===== config.mk =====
export PLATFORM = sky130hd
export DESIGN_NAME = ps2_key_fifo
export DESIGN_NICKNAME = d
export VERILOG_FILES = /design/src/rtl/ps2_pkg.sv /design/src/rtl/fifo_sync.sv /design/src/rtl/ps2_key_fifo.sv
export SDC_FILE = /design/constraint.sdc
export NUM_CORES = 1
export LEC_CHECK = 0
export CAP_MARGIN = 15
export CORE_MARGIN = 5
export CORE_UTILIZATION = 56
export CTS_CLUSTER_SIZE = 40
export DETAILED_ROUTE_END_ITERATION = 10
export PLACE_DENSITY = 0.72
export SLEW_MARGIN = 20
export SYNTH_ARGS = -nofsm -noshare
export SYNTH_HDL_FRONTEND = slang
export SYNTH_SLANG_ARGS = --single-unit

===== constraint.sdc =====
create_clock -name clk_sys -period 8.5 [get_ports clk_sys]
set_input_delay 1.7 -clock clk_sys [delete_from_list [all_inputs] [get_ports clk_sys]]
set_output_delay 1.7 -clock clk_sys [all_outputs]
set_load 0.005 [all_outputs]

===== src/rtl/ps2_pkg.sv =====
// Shared types for the PS/2 key event path between hps_io and the CPU keyboard port.
package ps2_pkg;

    typedef struct packed {
        logic       pressed;
        logic       extended;
        logic [7:0] code;
    } key_event_t;

    localparam int PS2_TOGGLE_BIT = 10;
    localparam int KEY_EVENT_W    = $bits(key_event_t);

endpackage


===== src/rtl/fifo_sync.sv =====
// Generic single-clock show-ahead FIFO: head entry is visible on dout whenever not empty.
module fifo_sync #(
    parameter int WIDTH = 8,
    parameter int DEPTH = 16,
    parameter int AW    = $clog2(DEPTH)
) (
    input  logic             clk,
    input  logic             rst_n,
    input  logic             clr,
    input  logic             push,
    input  logic             pop,
    input  logic [WIDTH-1:0] din,
    output logic [WIDTH-1:0] dout,
    output logic             empty,
    output logic             full,
    output logic [AW:0]      count
);

    localparam logic [AW:0] FULL_CNT = (AW+1)'(DEPTH);

    logic [WIDTH-1:0] mem [DEPTH];
    logic [AW-1:0]    wr_ptr;
    logic [AW-1:0]    rd_ptr;
    logic             do_push;
    logic             do_pop;

    assign empty = (count == '0);
    assign full  = (count == FULL_CNT);

    // A pop frees the head slot in the same cycle, so a full queue can still accept a push.
    assign do_pop  = pop && !empty && !clr;
    assign do_push = push && !clr && (!full || do_pop);

    always_ff @(posedge clk or negedge rst_n) begin
        if (!rst_n) begin
            wr_ptr <= '0;
            rd_ptr <= '0;
            count  <= '0;
        end else if (clr) begin
            wr_ptr <= '0;
            rd_ptr <= '0;
            count  <= '0;
        end else begin
            if (do_push) wr_ptr <= wr_ptr + 1'b1;
            if (do_pop)  rd_ptr <= rd_ptr + 1'b1;
            case ({do_push, do_pop})
                2'b10:   count <= count + 1'b1;
                2'b01:   count <= count - 1'b1;
                default: count <= count;
            endcase
        end
    end

    // Storage is deliberately not reset; stale data is hidden behind empty.
    always_ff @(posedge clk) begin
        if (do_push) mem[wr_ptr] <= din;
    end

    assign dout = empty ? '0 : mem[rd_ptr];

endmodule


===== src/rtl/ps2_key_fifo.sv =====
// Captures each hps_io ps2_key toggle as a {pressed,extended,code} event and queues it for the CPU.
module ps2_key_fifo
    import ps2_pkg::*;
#(
    parameter int DEPTH = 16,
    parameter int AW    = $clog2(DEPTH)
) (
    input  logic          clk_sys,
    input  logic          reset_n,
    input  logic [10:0]   ps2_key,
    input  logic          rd,
    input  logic          clr,
    output logic [9:0]    dout,
    output logic          empty,
    output logic          full,
    output logic [AW:0]   count,
    output logic          overflow
);

    logic       armed;
    logic       tog_prev;
    logic       push;
    key_event_t ev;
    key_event_t head;

    assign ev   = key_event_t'(ps2_key[KEY_EVENT_W-1:0]);
    assign push = armed && (ps2_key[PS2_TOGGLE_BIT] != tog_prev);
    assign dout = head;

    // The first edge after reset only samples the toggle level, so a stale level is not an event.
    always_ff @(posedge clk_sys or negedge reset_n) begin
        if (!reset_n) begin
            armed    <= 1'b0;
            tog_prev <= 1'b0;
        end else begin
            armed    <= 1'b1;
            tog_prev <= ps2_key[PS2_TOGGLE_BIT];
        end
    end

    always_ff @(posedge clk_sys or negedge reset_n) begin
        if (!reset_n)
            overflow <= 1'b0;
        else if (clr)
            overflow <= 1'b0;
        else if (push && full && !rd)
            overflow <= 1'b1;
    end

    fifo_sync #(
        .WIDTH (KEY_EVENT_W),
        .DEPTH (DEPTH),
        .AW    (AW)
    ) u_fifo (
        .clk   (clk_sys),
        .rst_n (reset_n),
        .clr   (clr),
        .push  (push),
        .pop   (rd),
        .din   (ev),
        .dout  (head),
        .empty (empty),
        .full  (full),
        .count (count)
    );

endmodule


After elaboration in Yosys (flattened, before gate mapping)
Memory sizes are Yosys's and may differ from the RTL's.
Index checks and enable logic that the tools add are counted.
{ "word_totals": {"regBits": 16, "n_memories": 1, "elab_cells": 43, "ram_bits": 160, "input_bits": 15, "output_inout_bits": 18} }
{ "op_classes": {"eq_ne": 4, "reduce_logical": 17, "add_sub_neg": 4, "muxes": 11} }
{ "mem_list": {"columns": ["memory", "depth", "word_bits", "rd", "rd_clocked_by_memory_dff", "write_ports", "line", "rtl"], "rows": [
  ["u_fifo.mem", 16, 10, 1, 0, 1, "fifo_sync.sv:21", "logic [WIDTH-1:0] mem [DEPTH];"]
]} }
{ "ops": {"columns": ["operator", "count"], "rows": [
  ["two-way mux 4 bit", 4],
  ["two-way mux 10 bit", 1],
  ["case mux 5 bit (2 select lines)", 1],
  ["adder 4 x 1 -> 4 bit, second input constant", 2],
  ["logical AND 1 bit", 7],
  ["nonzero test 2 bit", 3],
  ["adder 5 x 1 -> 5 bit, second input constant", 1],
  ["equality test 5 bit, second input constant", 1],
  ["logical NOT 5 bit", 1],
  ["two-way mux 5 bit", 1],
  ["subtractor 5 x 1 -> 5 bit, second input constant", 1],
  ["logical NOT 1 bit", 4],
  ["two-way mux 1 bit", 4],
  ["nonzero test 3 bit", 1],
  ["equality test 2 x 1 -> 1 bit, second input constant", 1],
  ["equality test 2 bit, second input constant", 1],
  ["logical OR 1 bit", 1],
  ["inequality test 1 bit", 1]
]} }

Longest topological paths before layout
Gate-level depths: netlist of run 1.
{ "depth": {"ltp_word": 9, "depth_mapped": 10, "ltp_nobuf": 9} }

Hierarchy
Synthesis of run 1 repeated with hierarchy kept, for this count alone.
{ "unflattened": {"cells_unflattened": 383, "area_unflattened_um2": 7272.0} }
{ "modules_own_cells": {"columns": ["module", "cells_per_inst", "n_inst", "seq_area_each_um2", "area_each_um2"], "rows": [
  ["fifo_sync", 374, 1, 5129.9, 7154.4],
  ["ps2_key_fifo", 9, 1, 75.1, 117.6]
]} }

Least setup slack after synthesis of run 1
OpenSTA, ideal clock, no wires.
{ "synth_timing": {"path_kind": "input-to-reg", "from": "in ps2_key[10]", "to": "reg u_fifo.count[4]", "setup_ps": 137, "t_required_ps": 8363, "n_path_buf": 0, "path_stages": 8, "arrival_ps": 3668, "slack_ps": 4696, "cell_sequence": "xnor2_1 > nor2_1 > or3_1 > fa_1 > nand2b_1 > a21o_1 > a2111oi_0 > a31oi_1"} }
{ "synth_via": {"elab_chain_cells": 7, "elab_cells_between_ends": 9, "classes_between": "eq/ne: 3; mux: 2; reduce/logical: 4"} }
{ "synth_rtl": {"columns": ["item", "line", "rtl"], "rows": [
  ["start: declaration", "ps2_key_fifo.sv:10", "input logic [10:0] ps2_key,"],
  ["inequality test 1 bit *", "ps2_key_fifo.sv:27", "assign push = armed && (ps2_key[PS2_TOGGLE_BIT] != tog_prev);"],
  ["logical AND 1 bit *", "ps2_key_fifo.sv:27", null],
  ["logical AND 1 bit * (2 in a row)", "fifo_sync.sv:32", "assign do_push = push && !clr && (!full || do_pop);"],
  ["equality test 2 x 1 -> 1 bit or equality test 2 bit (tied branches)", "fifo_sync.sv:46", "case ({do_push, do_pop})"],
  ["case mux 5 bit (2 select lines)", "fifo_sync.sv:46", null],
  ["two-way mux 5 bit", "fifo_sync.sv:39", "end else if (clr) begin"],
  ["end signal: assignment", "fifo_sync.sv:47", "2'b10: count <= count + 1'b1;"],
  ["end signal: assignment", "fifo_sync.sv:48", "2'b01: count <= count - 1'b1;"],
  ["end signal: assignment", "fifo_sync.sv:49", "default: count <= count;"],
  ["end: declaration", "fifo_sync.sv:16", "output logic [AW:0] count"]
]} }
Every way passes the cells marked *; elsewhere a longest branch is shown, timed or not.
A chain may end at the register's enable or synchronous reset.

Final worst setup path of run 1
{ "layout_timing": {"from": "reg u_fifo.rd_ptr[0]", "to": "out dout[2]"} }
{ "layout_via": {"elab_chain_cells": 2} }
{ "layout_rtl": {"columns": ["item", "line", "rtl"], "rows": [
  ["start: declaration", "fifo_sync.sv:23", "logic [AW-1:0] rd_ptr;"],
  ["start signal: assignment", "fifo_sync.sv:45", "if (do_pop) rd_ptr <= rd_ptr + 1'b1;"],
  ["memory (16 x 10 bit)", null, null],
  ["two-way mux 10 bit", "fifo_sync.sv:59", "assign dout = empty ? '0 : mem[rd_ptr];"],
  ["end: declaration", "ps2_key_fifo.sv:13", "output logic [9:0] dout,"]
]} }
No other way between the ends.

==> results of run 1 <==
## metrics by stage
step / hold WS, ns / total power, W / setup WS, ns / instances
finish: 0.499 / 0.00226 / 3.57 / 600
global route: 0.556 / 0.00234 / 3.36 / 600
CTS: 0.504 / 0.00228 / 3.49 / 600
detailed placement: 0.490 / 0.00146 / 3.86 / 568
global placement: 0.493 / 0.00146 / 3.92 / 568
floorplan: 0.486 / 0.00129 / 4.70 / 379
## cells in the mapped netlist (2+ instances only)
cell type,number,area (sq um)
a31oi_1,2,12.5
or3_1,2,12.5
a21oi_1,4,20.0
nor2_1,28,105
mux2i_1,23,230
o21ai_0,3,15.0
nand3b_1,2,15.0
o211ai_1,2,15.0
mux4_2,40,901
nand3_1,3,15.0
inv_1,6,22.5
nor3_1,5,25.0
nand2_1,6,22.5
ha_1,8,100
mux2_1,4,45.0
edfxtp_1,160,4800
o21ai_2,2,17.5
xor2_1,6,52.6
buf_2,9,45.0
a21o_1,2,15.0
xnor2_1,2,17.5
dfrtp_1,16,400
nor2b_1,3,18.8
nand2b_1,4,25.0
clkbuf_1,10,37.5
o22ai_1,10,62.6
## routing by layer
layer / vias to the layer above / share of wire (%) / track usage (%) / wire length [um]
met5: - / 0 / 0 / 0
met2: 92 / 52 / 30.5 / 7160
li1: 1589 / - / - / -
met1: 1815 / 43 / 28.4 / 5900
met4: 0 / 1.3 / 9.55 / 180
met3: 9 / 4.3 / 4.00 / 595
## where the power goes
part	total (W)	leakage (nW)	switching [W]	internal (W)
combinational	0.000436	0.704	0.000201	0.000234
clock	0.000825	0.308	0.000327	0.000498
sequential	0.00100	1.65	0.0000423	0.000959
## registers in the layout, summed over array words and instances, names as in the netlist
register / cells
u_fifo.count: 5
tog_prev: 1
u_fifo.rd_ptr: 4
armed: 1
u_fifo.wr_ptr: 4
overflow: 1
u_fifo.mem: 160
## worst min-delay path by stage
stage | start | cells after the start | endpoint
finish | overflow | 2 | overflow
global route | overflow | 2 | overflow
CTS | overflow | 2 | overflow
detailed placement | overflow | 2 | overflow
global placement | overflow | 2 | overflow
floorplan | overflow | 2 | overflow
## layout make-up
type                       instances  area (sq um)
multi-input combinational        176          1920
timing repair buffer              38           365
sequential                       176          5210
fill                             844          4310
clock buffer                      18           429
clock inverter                    14           201
inverter                           6          22.5
tap                              172           215
## worst min-delay path, delay by kind of cell, from the launching register on
family	cells	cell delay, ns
flops	1	0.34
compound gates	1	0.04
simple gates	1	0.07
## logic make-up after synthesis
logic type	Yosys count
AOI/OAI and AO/OA	31
xor gates and xnor gates	8
adders and majority gates	9
buffers and inverters	27
DFF	176
muxes	67
other	1
and+or+nand+nor	60
## layout by cell type, fill, tap and decap left out, types with 3 or more instances in the layout
| cell type | Yosys | final |
|---|---|---|
| a21oi_1 | 4 | 4 |
| buf_4 | 0 | 6 |
| bufinv_16 | 0 | 4 |
| clkbuf_16 | 0 | 17 |
| clkdlybuf4s50_1 | 0 | 32 |
| dfrtp_1 | 16 | 14 |
| edfxtp_1 | 160 | 160 |
| ha_1 | 8 | 8 |
| inv_1 | 6 | 6 |
| inv_6 | 0 | 4 |
| mux2_1 | 4 | 4 |
| mux2i_1 | 23 | 23 |
| mux4_2 | 40 | 40 |
| nand2_1 | 6 | 6 |
| nand2b_1 | 4 | 4 |
| nand3_1 | 3 | 3 |
| nor2_1 | 28 | 28 |
| nor2b_1 | 3 | 3 |
| nor3_1 | 5 | 5 |
| o21ai_0 | 3 | 3 |
| o22ai_1 | 10 | 10 |
| xor2_1 | 6 | 6 |
==> impl_metrics.json, run 1 <==
{
  "status": "complete, no violations",
  "drt_iter0_drc": 393,
  "grt_max_degree": 44,
  "critPathSlowestCell": "dfrtp_2",
  "worst_r2r_path_depth": 9,
  "die_w_um": 124,
  "num-nets-final": 439,
  "p_leak_nw": 2.66,
  "drive_gt1_share_pct": 20.6,
  "hpwlAfterDp_mm": 8.81,
  "setup_violations": 0,
  "ys_ff_latch": 176,
  "die-area_sq_mm": 0.0153,
  "numPortBuffers": 32,
  "grt_pass1_vias": 3591,
  "p_per_area_mw_per_mm2": 270,
  "critPathKind": "reg -> out",
  "ios": 33,
  "tightestPinTransition_ns": 1.05,
  "cts_max_level": 4,
  "area_growth_pct": 15.4,
  "rsz0062_at_grt": "false",
  "synth-xor-area-share_pct": 0.967,
  "die_h_um": 124,
  "hold_class": "reg -> reg",
  "fin_area_sq_mm": 0.00837,
  "max_freq_mhz": 203,
  "critPathTopFamily": "buffers and inverters",
  "worstSetupStartpointType": "flip-flop",
  "antenna_found_initial": 0,
  "firstDrtPassIters": 4,
  "core_sq_mm": 0.0127,
  "clk_latency_ns": 0.43,
  "cts_resized": 0,
  "cts_root_buf": "clkbuf_16",
  "avgSynthCellArea_sq_um": 19.1,
  "muxShareOfSynthArea_pct": 16.2,
  "syn_nets": 403,
  "crit_path_cell_trace": "buf_4 -> mux4_2 -> mux2i_1 -> o22ai_1 -> clkdlybuf4s50_1",
  "start_util_pct": 57.2,
  "r2r_end": "u_fifo.count[4]",
  "synth.distinct_cells": 43,
  "r2r-start": "u_fifo.count[0]",
  "ys_seq_area_share_pct": 71.8,
  "syn_inst": 379,
  "cp-endpoint": "dout[2]",
  "synth_compound_area_share_pct": 3.38,
  "ys_async_sr_fraction_pct": 9.09,
  "ant_nets": 0,
  "maxSlewHeadroom_pct": 29.7,
  "cts_hold_buf": 0,
  "path_clk_slew_ns": 0.06,
  "finClkSkew_ns": 0.0142,
  "fp-row-count": 41,
  "ir_drop_uv": 165,
  "synth_top_family_by_area": "multiplexers",
  "post-route-period-util_pct": 58.0,
  "gp_congestion": 0.813,
  "crit_path_end_kind": "output pin",
  "r2r_slack_ns": 5.50,
  "grt_pass1_wl_mm": 21.5,
  "cts.sinks": 176,
  "yosysWarnings": 0,
  "cts_tree": "yes",
  "synth-simple-area-share_pct": 4.26,
  "overflow": 0,
  "synth-edff-count": 160,
  "cp.depth": 5,
  "final_core_util_pct": 66.0,
  "cts_buffers": 17,
  "syn-cell-area_sq_mm": 0.00725,
  "n_antenna_cell": 0,
  "tns_ns": 0,
  "ys.flop_type": "edfxtp_1",
  "wirelength_mm": 13.8,
  "postCtsSetupBuffers": 0,
  "cp.arrival_ns": 3.23,
  "grt_use_total_pct": 20.1,
  "post_drt_wl_per_cell_um": 23.1,
  "synth_fa_ha_area_share_pct": 1.66,
  "drc": 0,
  "crit_required_ns": 6.80,
  "viasPerCell": 5.84,
  "fin_crit_ns": 4.93,
  "slowest_delay_ns": 0.64,
  "cts.path.max_buffers": 2,
  "final_max_slew_viol_count": 0,
  "finalHoldViolations": 0,
  "path_buf_inv": 2,
  "place_area_sq_mm": 0.00773,
  "startpoint": "u_fifo.rd_ptr[0]",
  "cp_max_fo": 31,
  "cap_viol_max_count": 0,
  "via_count": 3505
}
(Power assumes the default switching activity.)
==> run 2: changes to the inputs <==
==> constraint.sdc (replaced) <==
create_clock -name clk_sys -period 4.8 [get_ports clk_sys]
set_input_delay 0.96 -clock clk_sys [delete_from_list [all_inputs] [get_ports clk_sys]]
set_output_delay 0.96 -clock clk_sys [all_outputs]
set_load 0.005 [all_outputs]
==> impl_metrics.json, run 2 (synthesized netlist as in run 1, its figures left out) <==
{
  "wirelength_mm": 13.9,
  "p_leak_nw": 2.65,
  "clk_latency_ns": 0.42,
  "core_sq_mm": 0.0127,
  "worstSetupStartpointType": "flip-flop",
  "via_count": 3553,
  "status": "complete, no violations",
  "cp.arrival_ns": 3.03,
  "die_w_um": 124,
  "wl_met3_um": 670,
  "cts_buffers": 17,
  "top_layer": "met4",
  "cap_viol_max_count": 0,
  "switching_share_pct": 25.3,
  "cp_max_fo": 22,
  "r2r-start": "u_fifo.count[0]",
  "p_sw_w": 0.000955,
  "cts_root_buf": "clkbuf_16",
  "p_comb_share_pct": 20.9,
  "critPathTopFamily": "buffers and inverters",
  "post_drt_wl_per_cell_um": 23.0,
  "final-seq-area_sq_mm": 0.00521,
  "critPathSlowestCell": "dfrtp_2",
  "min_delay_worst_endpoint": "overflow",
  "critPathKind": "reg -> out",
  "ant_nets": 0,
  "internal-power_w": 0.00282,
  "cts_resized": 0,
  "power.total_w": 0.00378,
  "grt_max_degree": 25,
  "startpoint": "u_fifo.rd_ptr[0]",
  "cts_tree": "yes",
  "worst_r2r_path_depth": 9,
  "top_register": "u_fifo.mem",
  "top_regs": "u_fifo.mem x160, u_fifo.count x5",
  "largest_reg_flops": 160,
  "fin_crit_ns": 3.99,
  "hpwlAfterDp_mm": 9.03,
  "final_max_slew_viol_count": 0,
  "fp-row-count": 41,
  "fill_cells": 846,
  "ir_drop_uv": 431,
  "die-area_sq_mm": 0.0153,
  "hold_class": "reg -> reg",
  "grt_pass1_vias": 3710,
  "maxSlewHeadroom_pct": 39.8,
  "overflow": 0,
  "finalHoldViolations": 0,
  "p_per_area_mw_per_mm2": 454,
  "crit_path_end_kind": "output pin",
  "multiInputGateArea_sq_mm": 0.00192,
  "fin_area_sq_mm": 0.00831,
  "firstDrtPassIters": 4,
  "tns_ns": 0,
  "start_util_pct": 57.2,
  "finClkSkew_ns": 0.00564,
  "viasPerCell": 5.87,
  "clkPwrFrac_pct": 32.3,
  "path_buf_inv": 3,
  "slowest_delay_ns": 0.72,
  "n_antenna_cell": 0,
  "drc": 0,
  "ios": 33,
  "drive_gt1_share_pct": 20.3,
  "cts.path.max_buffers": 2,
  "grt_use_total_pct": 19.9,
  "place_area_sq_mm": 0.00780,
  "crit_required_ns": 3.84,
  "max_freq_mhz": 251,
  "die_h_um": 124,
  "final_common_cell": "edfxtp_1",
  "cts_hold_buf": 0,
  "r2r_slack_ns": 1.86,
  "cp.depth": 6,
  "drt_iter0_drc": 278,
  "cts.sinks": 176,
  "power_frac_seq_pct": 46.8,
  "numPortBuffers": 32,
  "crit_path_cell_trace": "buf_12 -> buf_4 -> mux4_2 -> mux2i_1 -> o22ai_1 -> clkdlybuf4s50_1",
  "antenna_found_initial": 0,
  "tightestPinTransition_ns": 0.899,
  "area_growth_pct": 14.6,
  "layout_common_cells": "160 x edfxtp_1, 40 x mux4_2, 32 x clkdlybuf4s50_1",
  "path_clk_slew_ns": 0.06,
  "wl_met2_mm": 7.15,
  "wl_met1_mm": 5.93,
  "r2r_end": "u_fifo.count[4]",
  "hold_depth": 2,
  "setup_violations": 0,
  "grt_pass1_wl_mm": 21.4,
  "rsz0062_at_grt": "false",
  "gp_congestion": 0.851,
  "cts_max_level": 4,
  "post-route-period-util_pct": 83.2,
  "num-nets-final": 446,
  "postCtsSetupBuffers": 0,
  "worstHoldStart": "overflow"
}
run 2: cell types whose count changed in the layout (fill, tap and decap cells not counted), sizes merged:
| cell | previous run | this run |
|---|---|---|
| inv | 11 | 6 |
| clkinv | 4 | 7 |
| bufinv | 4 | 1 |
| buf | 6 | 13 |
| clkbuf | 18 | 21 |
run 2: power by group through the flow:
stage | Sequential [W] | Combinational, W | Clock, W
after floorplan | 0.00175 | 0.000539 | 0
after global placement | 0.00180 | 0.000796 | 0
after detailed placement | 0.00180 | 0.000801 | 0
after CTS | 0.00177 | 0.000803 | 0.00124
after global routing | 0.00178 | 0.000856 | 0.00130
final | 0.00177 | 0.000790 | 0.00122
run 2: area by class of cell:
type                       instances  area share, %
multi-input combinational        176           23.2
timing repair buffer              45           5.18
tap                              172           2.59
clock buffer                      21           5.30
inverter                           6          0.271
sequential                       176           62.7
clock inverter                     9          0.843
run 2: how the worst max path moves through the flow:
stage	end	slack, ns
6_report	dout[6]	0.81
3_5_place_dp	u_fifo.mem[9][7]	0.96
4_1_cts	dout[6]	0.74
3_3_place_gp	u_fifo.mem[11][8]	1.07
2_1_floorplan	u_fifo.count[4]	1.74
5_1_grt	dout[6]	0.57
run 2: metrics by stage:
stage / std cells / util (%) / worst slack [ns] / hold slack (ns)
6_report: 605 / 65.6 / 0.808 / 0.513
4_1_cts: 605 / 65.6 / 0.740 / 0.528
2_1_floorplan: 379 / - / 1.74 / 0.486
3_5_place_dp: 575 / 61.6 / 0.964 / 0.514
3_3_place_gp: 575 / 61.6 / 1.07 / 0.502
5_1_grt: 605 / 65.6 / 0.568 / 0.568
run 2: worst min-delay path: cells and delay by family (launching register included):
| family | cells | cell delay, ns |
|---|---|---|
| AO/OA/AOI/OAI | 1 | 0.05 |
| AND/OR/NAND/NOR | 1 | 0.08 |
| flip-flops | 1 | 0.35 |
run 2: metal layers:
| layer | up-vias | global-route usage (%) |
|---|---|---|
| met5 | - | 0 |
| met2 | 92 | 32.7 |
| met4 | 0 | 4.98 |
| li1 | 1601 | - |
| met3 | 14 | 4.95 |
| met1 | 1846 | 27.1 |
==> run 3: changes to the inputs <==
--- a/config.mk
+++ b/config.mk
@@ -7,7 +7,7 @@
 export LEC_CHECK = 0
 export CAP_MARGIN = 15
 export CORE_MARGIN = 5
-export CORE_UTILIZATION = 56
+export CORE_UTILIZATION = 54
 export CTS_CLUSTER_SIZE = 40
 export DETAILED_ROUTE_END_ITERATION = 10
 export PLACE_DENSITY = 0.72
==> constraint.sdc (replaced) <==
create_clock -name clk_sys -period 3.3 [get_ports clk_sys]
set_input_delay 0.66 -clock clk_sys [delete_from_list [all_inputs] [get_ports clk_sys]]
set_output_delay 0.66 -clock clk_sys [all_outputs]
set_load 0.005 [all_outputs]
==> impl_metrics.json, run 3 (synthesized netlist as in run 1, its figures left out) <==
{
  "status": "complete, no violations",
  "post_drt_wl_per_cell_um": 22.1,
  "overflow": 0,
  "finalHoldViolations": 0,
  "start_util_pct": 55.0,
  "path_clk_slew_ns": 0.06,
  "worstHoldStart": "overflow",
  "grt_max_degree": 32,
  "hold_depth": 2,
  "post-route-period-util_pct": 96.3,
  "fill_cells": 882,
  "numPortBuffers": 32,
  "max_freq_mhz": 315,
  "grtUsageMet2_pct": 28.0,
  "viasPerCell": 5.83,
  "n_antenna_cell": 0,
  "cts_hold_buf": 0,
  "drc": 0,
  "path_buf_inv": 2,
  "cts.sinks": 176,
  "top_register": "u_fifo.mem",
  "setup_violations": 0,
  "drt_iter0_drc": 328,
  "cts_buffers": 17,
  "top_regs": "u_fifo.mem x160, u_fifo.count x5",
  "die_w_um": 126,
  "slowest_delay_ns": 0.52,
  "clkPwrFrac_pct": 35.6,
  "hpwlAfterDp_mm": 8.55,
  "finClkSkew_ns": 0.0103,
  "hold_class": "reg -> reg",
  "cap_viol_max_count": 0,
  "ir_drop_uv": 386,
  "switching_share_pct": 24.7,
  "ant_nets": 0,
  "tightestPinTransition_ns": 0.778,
  "final_max_slew_viol_count": 0,
  "cp_max_fo": 16,
  "largest_reg_flops": 160,
  "cp.arrival_ns": 2.52,
  "area_growth_pct": 18.1,
  "num-nets-final": 460,
  "r2r-start": "u_fifo.count[1]",
  "cts_tree": "yes",
  "cts_resized": 0,
  "drive_gt1_share_pct": 24.4,
  "grt_util_met3_pct": 3.98,
  "via_count": 3631,
  "p_leak_nw": 2.78,
  "grt_pass1_vias": 3709,
  "p_sw_w": 0.00144,
  "ios": 33,
  "startpoint": "u_fifo.rd_ptr[0]",
  "gp_congestion": 0.808,
  "cp.depth": 5,
  "final_common_cell": "edfxtp_1",
  "fin_crit_ns": 3.18,
  "cts.path.max_buffers": 2,
  "clk_latency_ns": 0.41,
  "p_per_area_mw_per_mm2": 681,
  "firstDrtPassIters": 4,
  "core_sq_mm": 0.0132,
  "antenna_found_initial": 0,
  "die_h_um": 126,
  "wirelength_mm": 13.8,
  "crit_required_ns": 2.64,
  "internal-power_w": 0.00439,
  "maxSlewHeadroom_pct": 48.0,
  "grt_pass1_wl_mm": 21.6,
  "critPathTopFamily": "multiplexers",
  "fp-row-count": 42,
  "crit_path_end_kind": "output pin",
  "critPathKind": "reg -> out",
  "worstSetupStartpointType": "flip-flop",
  "p_comb_share_pct": 20.9,
  "postCtsSetupBuffers": 0,
  "layout_common_cells": "160 x edfxtp_1, 40 x mux4_2, 32 x clkdlybuf4s50_1",
  "critPathSlowestCell": "mux4_2",
  "rsz0062_at_grt": "false",
  "power.total_w": 0.00583,
  "die-area_sq_mm": 0.0158,
  "crit_path_cell_trace": "buf_12 -> mux4_2 -> mux2i_1 -> o22ai_1 -> clkdlybuf4s50_1",
  "power_frac_seq_pct": 43.5,
  "pre_cts_slack_ns": -0.0350,
  "grtUsageMet1_pct": 26.9,
  "worst_r2r_path_depth": 9,
  "cts_max_level": 4,
  "cts_root_buf": "clkbuf_16",
  "finalWorstSetupSlack_ns": 0.123,
  "grt_use_total_pct": 18.2,
  "grt_busiest_layer": "met2"
}
## run 3: changes by cell type in the layout (fill, tap and decap cells not counted), moves of 2 or more
cell       delta
clkinv_2      -4
mux2i_1       -2
clkinv_1      -2
clkinv_4      +2
clkbuf_1      -3
buf_4        +12
inv_6         +3
bufinv_16     +3
mux2i_2       +2
## run 3: final cells by class
cell class	instances	area [sq um]	area share (%)
repair buffers	59	566	6.60
multi-input cells	176	1930	22.6
flip-flops and latches	176	5210	60.8
well taps	176	220	2.57
clock inverters	12	184	2.15
clock buffers	18	429	5.01
inverters	6	22.5	0.263
## run 3: worst min-delay path, stage by stage (launching register included)
cell and delay, ns:
dfrtp_1 0.36, a31oi_1 0.05, nor2_1 0.08
## run 3: power groups by stage
| stage | Clock (W) | Combinational (W) | Sequential, W |
|---|---|---|---|
| floorplan | 0 | 0.000785 | 0.00255 |
| global placement | 0 | 0.00119 | 0.00257 |
| detailed placement | 0 | 0.00120 | 0.00258 |
| CTS | 0.00210 | 0.00121 | 0.00253 |
| global route | 0.00220 | 0.00132 | 0.00254 |
| finish | 0.00208 | 0.00122 | 0.00253 |
## run 3: path summary, 6_finish.rpt
check / slack (ns) / end
max in group asynchronous: 2.05 / u_fifo.rd_ptr[1]
setup / recovery: 0.12 / dout[2]
hold / removal: 0.53 / overflow
setup reg to reg: 0.25 / u_fifo.count[4]
hold reg to reg: 0.53 / overflow
min in group asynchronous: 0.70 / u_fifo.count[1]
## run 3: routing by layer
layer / routed length (um) / vias up
met5: 0 / -
met4: 120 / 0
met3: 815 / 8
met2: 6780 / 101
met1: 6070 / 1893
li1: - / 1629
## run 3: per-stage QoR
step	hold WS (ns)	cells	TNS, ns	utilization, %	cell area [sq um]
3_3_place_gp	0.512	592	0	60.0	7920
2_1_floorplan	0.364	379	0	-	7250
4_1_cts	0.526	622	0	64.7	8530
6_report	0.528	623	0	64.9	8560
3_5_place_dp	0.515	592	-0.0350	60.0	7920
5_1_grt	0.583	623	0	64.9	8560
